<file path="src/rtl/mux_arb_pkg.sv">
// rtl/mux_arb_pkg.sv - shared state enum, source indices and width default for mux_rr_arbiter
package mux_arb_pkg;

   localparam int WIDTH_DEFAULT = 32;

   localparam logic SRC_A = 1'b0;
   localparam logic SRC_B = 1'b1;

   typedef enum logic {
      EMPTY = 1'b0,
      FULL  = 1'b1
   } arb_state_e;

endpackage

</file>
<file path="src/rtl/mux_day1.sv">
// rtl/mux_day1.sv - 2:1 data mux, sel_i=0 passes a_i, sel_i=1 passes b_i
module mux_day1 #(
   parameter int WIDTH = 32
) (
   input  logic [WIDTH-1:0] a_i,
   input  logic [WIDTH-1:0] b_i,
   input  logic             sel_i,
   output logic [WIDTH-1:0] y
);

   assign y = sel_i ? b_i : a_i;

endmodule

</file>
<file path="src/rtl/mux_rr_arbiter.sv">
// rtl/mux_rr_arbiter.sv - two-requester arbiter feeding a one-entry output register
// MUX_RR_ARBITER_RR_EN: defined = round-robin tie-break, undefined = A wins ties
module mux_rr_arbiter
   import mux_arb_pkg::*;
#(
   parameter int WIDTH = WIDTH_DEFAULT
) (
   input  logic             clk_i,
   input  logic             rst_i,
   input  logic [WIDTH-1:0] a_i,
   input  logic             a_valid_i,
   output logic             a_ready_o,
   input  logic [WIDTH-1:0] b_i,
   input  logic             b_valid_i,
   output logic             b_ready_o,
   output logic [WIDTH-1:0] y_o,
   output logic             y_valid_o,
   input  logic             y_ready_i,
   output logic             sel_o
);

   arb_state_e       state_q;
   logic [WIDTH-1:0] y_q;
   logic             sel_q;
   logic             last_grant_q;

   logic             can_accept;
   logic             win;
   logic             accept;
   logic [WIDTH-1:0] y_d;

   always_comb begin
      can_accept = (state_q == EMPTY) || y_ready_i;
`ifdef MUX_RR_ARBITER_RR_EN
      if (a_valid_i && b_valid_i) begin
         win = ~last_grant_q;
      end else if (a_valid_i) begin
         win = SRC_A;
      end else if (b_valid_i) begin
         win = SRC_B;
      end else begin
         win = last_grant_q;
      end
`else
      // Idle cycles fall back to last_grant_q; readies are gated by valid so it is harmless.
      if (a_valid_i) begin
         win = SRC_A;
      end else if (b_valid_i) begin
         win = SRC_B;
      end else begin
         win = last_grant_q;
      end
`endif
      a_ready_o = !rst_i && can_accept && a_valid_i && (win == SRC_A);
      b_ready_o = !rst_i && can_accept && b_valid_i && (win == SRC_B);
      accept    = a_ready_o || b_ready_o;
   end

   mux_day1 #(
      .WIDTH (WIDTH)
   ) u_data_mux (
      .a_i   (a_i),
      .b_i   (b_i),
      .sel_i (win),
      .y     (y_d)
   );

   always_ff @(posedge clk_i) begin
      if (rst_i) begin
         state_q      <= EMPTY;
         y_q          <= '0;
         sel_q        <= SRC_A;
         last_grant_q <= SRC_B;
      end else if (accept) begin
         state_q      <= FULL;
         y_q          <= y_d;
         sel_q        <= win;
         last_grant_q <= win;
      end else if ((state_q == FULL) && y_ready_i) begin
         state_q      <= EMPTY;
      end
   end

   assign y_o       = y_q;
   assign sel_o     = sel_q;
   assign y_valid_o = (state_q == FULL);

endmodule

</file>
<file path="config.mk">
export PLATFORM = sky130hd
export DESIGN_NAME = mux_rr_arbiter
export DESIGN_NICKNAME = d
export VERILOG_FILES = /design/src/rtl/mux_arb_pkg.sv /design/src/rtl/mux_day1.sv /design/src/rtl/mux_rr_arbiter.sv
export SDC_FILE = /design/constraint.sdc
export NUM_CORES = 1
export LEC_CHECK = 0
export CORE_ASPECT_RATIO = 1.75
export CORE_MARGIN = 2
export CORE_UTILIZATION = 41
export CTS_BUF_LIST = sky130_fd_sc_hd__clkbuf_8
export CTS_CLUSTER_SIZE = 14
export DETAILED_ROUTE_END_ITERATION = 8
export HOLD_SLACK_MARGIN = 0.1
export PLACE_DENSITY = 0.82
export SKIP_CTS_REPAIR_TIMING = 1
export SLEW_MARGIN = 10
export SYNTH_ARGS = -nofsm -noshare
export SYNTH_HDL_FRONTEND = slang
export SYNTH_SLANG_ARGS = --single-unit
</file>
<file path="constraint.sdc">
create_clock -name clk_i -period 1.45 [get_ports clk_i]
set_input_delay 0.145 -clock clk_i [delete_from_list [all_inputs] [get_ports clk_i]]
set_output_delay 0.145 -clock clk_i [all_outputs]
set_load 0.01 [all_outputs]
</file>
==> results.json <==
{
  "status": "completed",
  "p_leak_nw": 1.38,
  "synth_fa_ha_area_frac": 0,
  "n_antenna_cell": 0,
  "cp_max_fo": 2,
  "ys_seq_area_frac": 0.331,
  "num_vias": 1800,
  "hp-class": "in2reg",
  "std_cell_rows": 34,
  "worst_slack_ps": 49.7,
  "clkTransAtPathRegs_ps": 70,
  "seqCellArea_um2": 681,
  "dp_worst_setup_slack_ps": -250,
  "drcViolationCount": 0,
  "fmax_mhz": 714,
  "vias_per_cell": 5.10,
  "yosysWarningCount": 0,
  "drtIter0Drc": 21,
  "core_area_um2": 4890,
  "seq_power_share": 0.405,
  "ios": 105,
  "grt_max_degree": 26,
  "yosys.area_share.xor_xnor": 0,
  "crit_slowest_cell": "clkdlybuf4s50_1",
  "finalHoldViolations": 0,
  "endpoint_kind": "primary output",
  "clock_path_buffers": 2,
  "switchingPower_mw": 0.731,
  "cp.depth": 1,
  "ir_drop_v": 0.000747,
  "ys_ff_latch": 34,
  "yosysTopAreaCell": "dfxtp_1",
  "h-tree-depth": 2,
  "timing.rr.start": "y_valid_o$_SDFFE_PP0P_",
  "cp_data_required_time_ps": 1310,
  "ys.flop_type": "dfxtp_1",
  "tritoncts": "built",
  "setup.worst_path.end": "y_valid_o",
  "synthMuxAreaShare": 0.156,
  "finalWirelength_um": 5200,
  "path_delay_family": "buffers and inverters",
  "die_height_um": 97.6,
  "gp_congestion": 0.712,
  "synthDominantCellAreaShare": 0.331,
  "drv_cap": 0,
  "path_class": "reg2out",
  "worst-path-buf-inv": 1,
  "slew_violations": 0,
  "tns_ps": 0,
  "netlist-cell-type-count": 19,
  "synth_compound_gate_area_share": 0.235,
  "p_per_area_nw_per_um2": 822,
  "grt_setup_unrepaired": "false",
  "portBuffers": 104,
  "clockRootBuffer": "clkbuf_8",
  "async_flop_share": 0,
  "crit_chain": "clkdlybuf4s50_1",
  "reg2regPathDepth": 5,
  "synthTopCellsByArea": "dfxtp_1, a221oi_2, mux2i_1",
  "synth_simple_gate_area_frac": 0.124,
  "grt_pass1_wl_um": 8500,
  "wl_per_cell_um": 14.7,
  "gr-total-overflow": 0,
  "slew_headroom": 0.728,
  "cp.arrival_ps": 1260,
  "synth_nets": 259,
  "p_clk_frac": 0.272,
  "worstReg2RegEnd": "y_o[16]$_SDFFE_PP0P_",
  "postLayoutCoreUtil": 0.657,
  "cts_buffers": 5,
  "multi_input_comb_area_um2": 1070,
  "syn-cell-area_um2": 2050,
  "setup_viol": 0,
  "initial_core_util": 0.420,
  "clk_latency_ps": 290,
  "dieArea_um2": 5620,
  "synthCells": 190,
  "instances_no_fill": 353,
  "dp.cells": 345,
  "synth_top_family_by_area": "compound AO/OA/AOI/OAI gates",
  "crit_start": "y_valid_o$_SDFFE_PP0P_",
  "cts.sinks": 34,
  "synth_edf_count": 0,
  "ant_nets": 0,
  "hpwl_um": 4020,
  "worstSetupStartpointType": "flop",
  "area_delta_synth_final_pct": 56.3,
  "clock_skew_ps": 6.13,
  "die_w_um": 57.5,
  "fin_total_pwr_mw": 2.64,
  "finalCriticalPeriod_ps": 1400,
  "worst_pin_slew_ps": 408,
  "drive_above_1_share": 0.187,
  "first_global_vias": 1908,
  "p_sw_frac": 0.277,
  "fin_nets": 367,
  "combPwrFrac": 0.323,
  "p_int_mw": 1.91,
  "firstDrtPassIters": 4,
  "cp_slowest_stage_delay_ps": 560,
  "post-route-period-util": 0.966,
  "grt_use_total": 0.195,
  "fill_cells": 401,
  "antenna_found_initial": 0,
  "avgSynthCellArea_um2": 10.8,
  "rrSetupSlack_ps": 90
}
-- power by group through the flow --
stage / clock (mW) / combinational, mW / sequential, mW
final: 0.717 / 0.853 / 1.07
after global routing: 0.769 / 0.914 / 1.08
after CTS: 0.732 / 0.863 / 1.07
after detailed placement: 0 / 0.860 / 1.09
after global placement: 0 / 0.846 / 1.09
after floorplan: 0 / 0.401 / 1.13
-- metal layers --
metal	share of wire	wire length [um]	GRT usage
met5	0	0	0
met4	0.030	155	0.0823
met3	0.077	399	0.0732
met2	0.54	2790	0.351
met1	0.36	1850	0.189
-- kinds of logic (layout without fill, tap and decap cells) --
family          count (synthesis)  after routing
buf+inv                        50            159
simple gates                   39             39
compound gates                 35             35
flops                          34             34
mux                            32             32
-- final cells by class --
type | instances | area share
clock buffers | 6 | 0.0257
clock inverters | 2 | 0.00273
well taps | 54 | 0.0210
repair buffers | 119 | 0.369
multi-input cells | 106 | 0.332
flip-flops and latches | 34 | 0.212
inverters | 32 | 0.0374
-- cell usage in the layout (no fill, tap or decap), types with 3 or more instances in the layout --
cell type        instances
a221oi_1                 3
inv_1                   33
clkdlybuf4s50_1        100
clkbuf_8                 6
buf_12                   3
nand2b_1                33
buf_4                   12
mux2i_1                 32
a221oi_2                29
dfxtp_1                 34
-- worst min path at each step --
stage	cells after the start	to	from	slack [ps]
final	3	y_o[7]$_SDFFE_PP0P_	rst_i	280
after global routing	3	y_o[8]$_SDFFE_PP0P_	rst_i	290
after CTS	3	y_o[7]$_SDFFE_PP0P_	rst_i	270
after detailed placement	2	y_o[30]$_SDFFE_PP0P_	y_o[30]$_SDFFE_PP0P_	450
after global placement	2	y_o[20]$_SDFFE_PP0P_	y_o[20]$_SDFFE_PP0P_	450
after floorplan	2	y_o[18]$_SDFFE_PP0P_	rst_i	340
-- sequential cells by signal, summed over array words and instances, names as in the netlist --
signal     flops
y_o           32
sel_o          1
y_valid_o      1
-- through the flow --
stage                     hold WS [ps]  area (um2)
after detailed placement           452        3120
after global routing               288        3210
after CTS                          268        3210
after global placement             448        3120
after floorplan                    335        2050
final                              276        3210
-- Yosys cell counts, drive strengths merged (2+ instances only) --
master   n
a221oi  32
mux2i   32
buf     16
inv     32
nand2b  34
dfxtp   34
clkbuf   2
nor2     2
(Power assumes the default switching activity.)
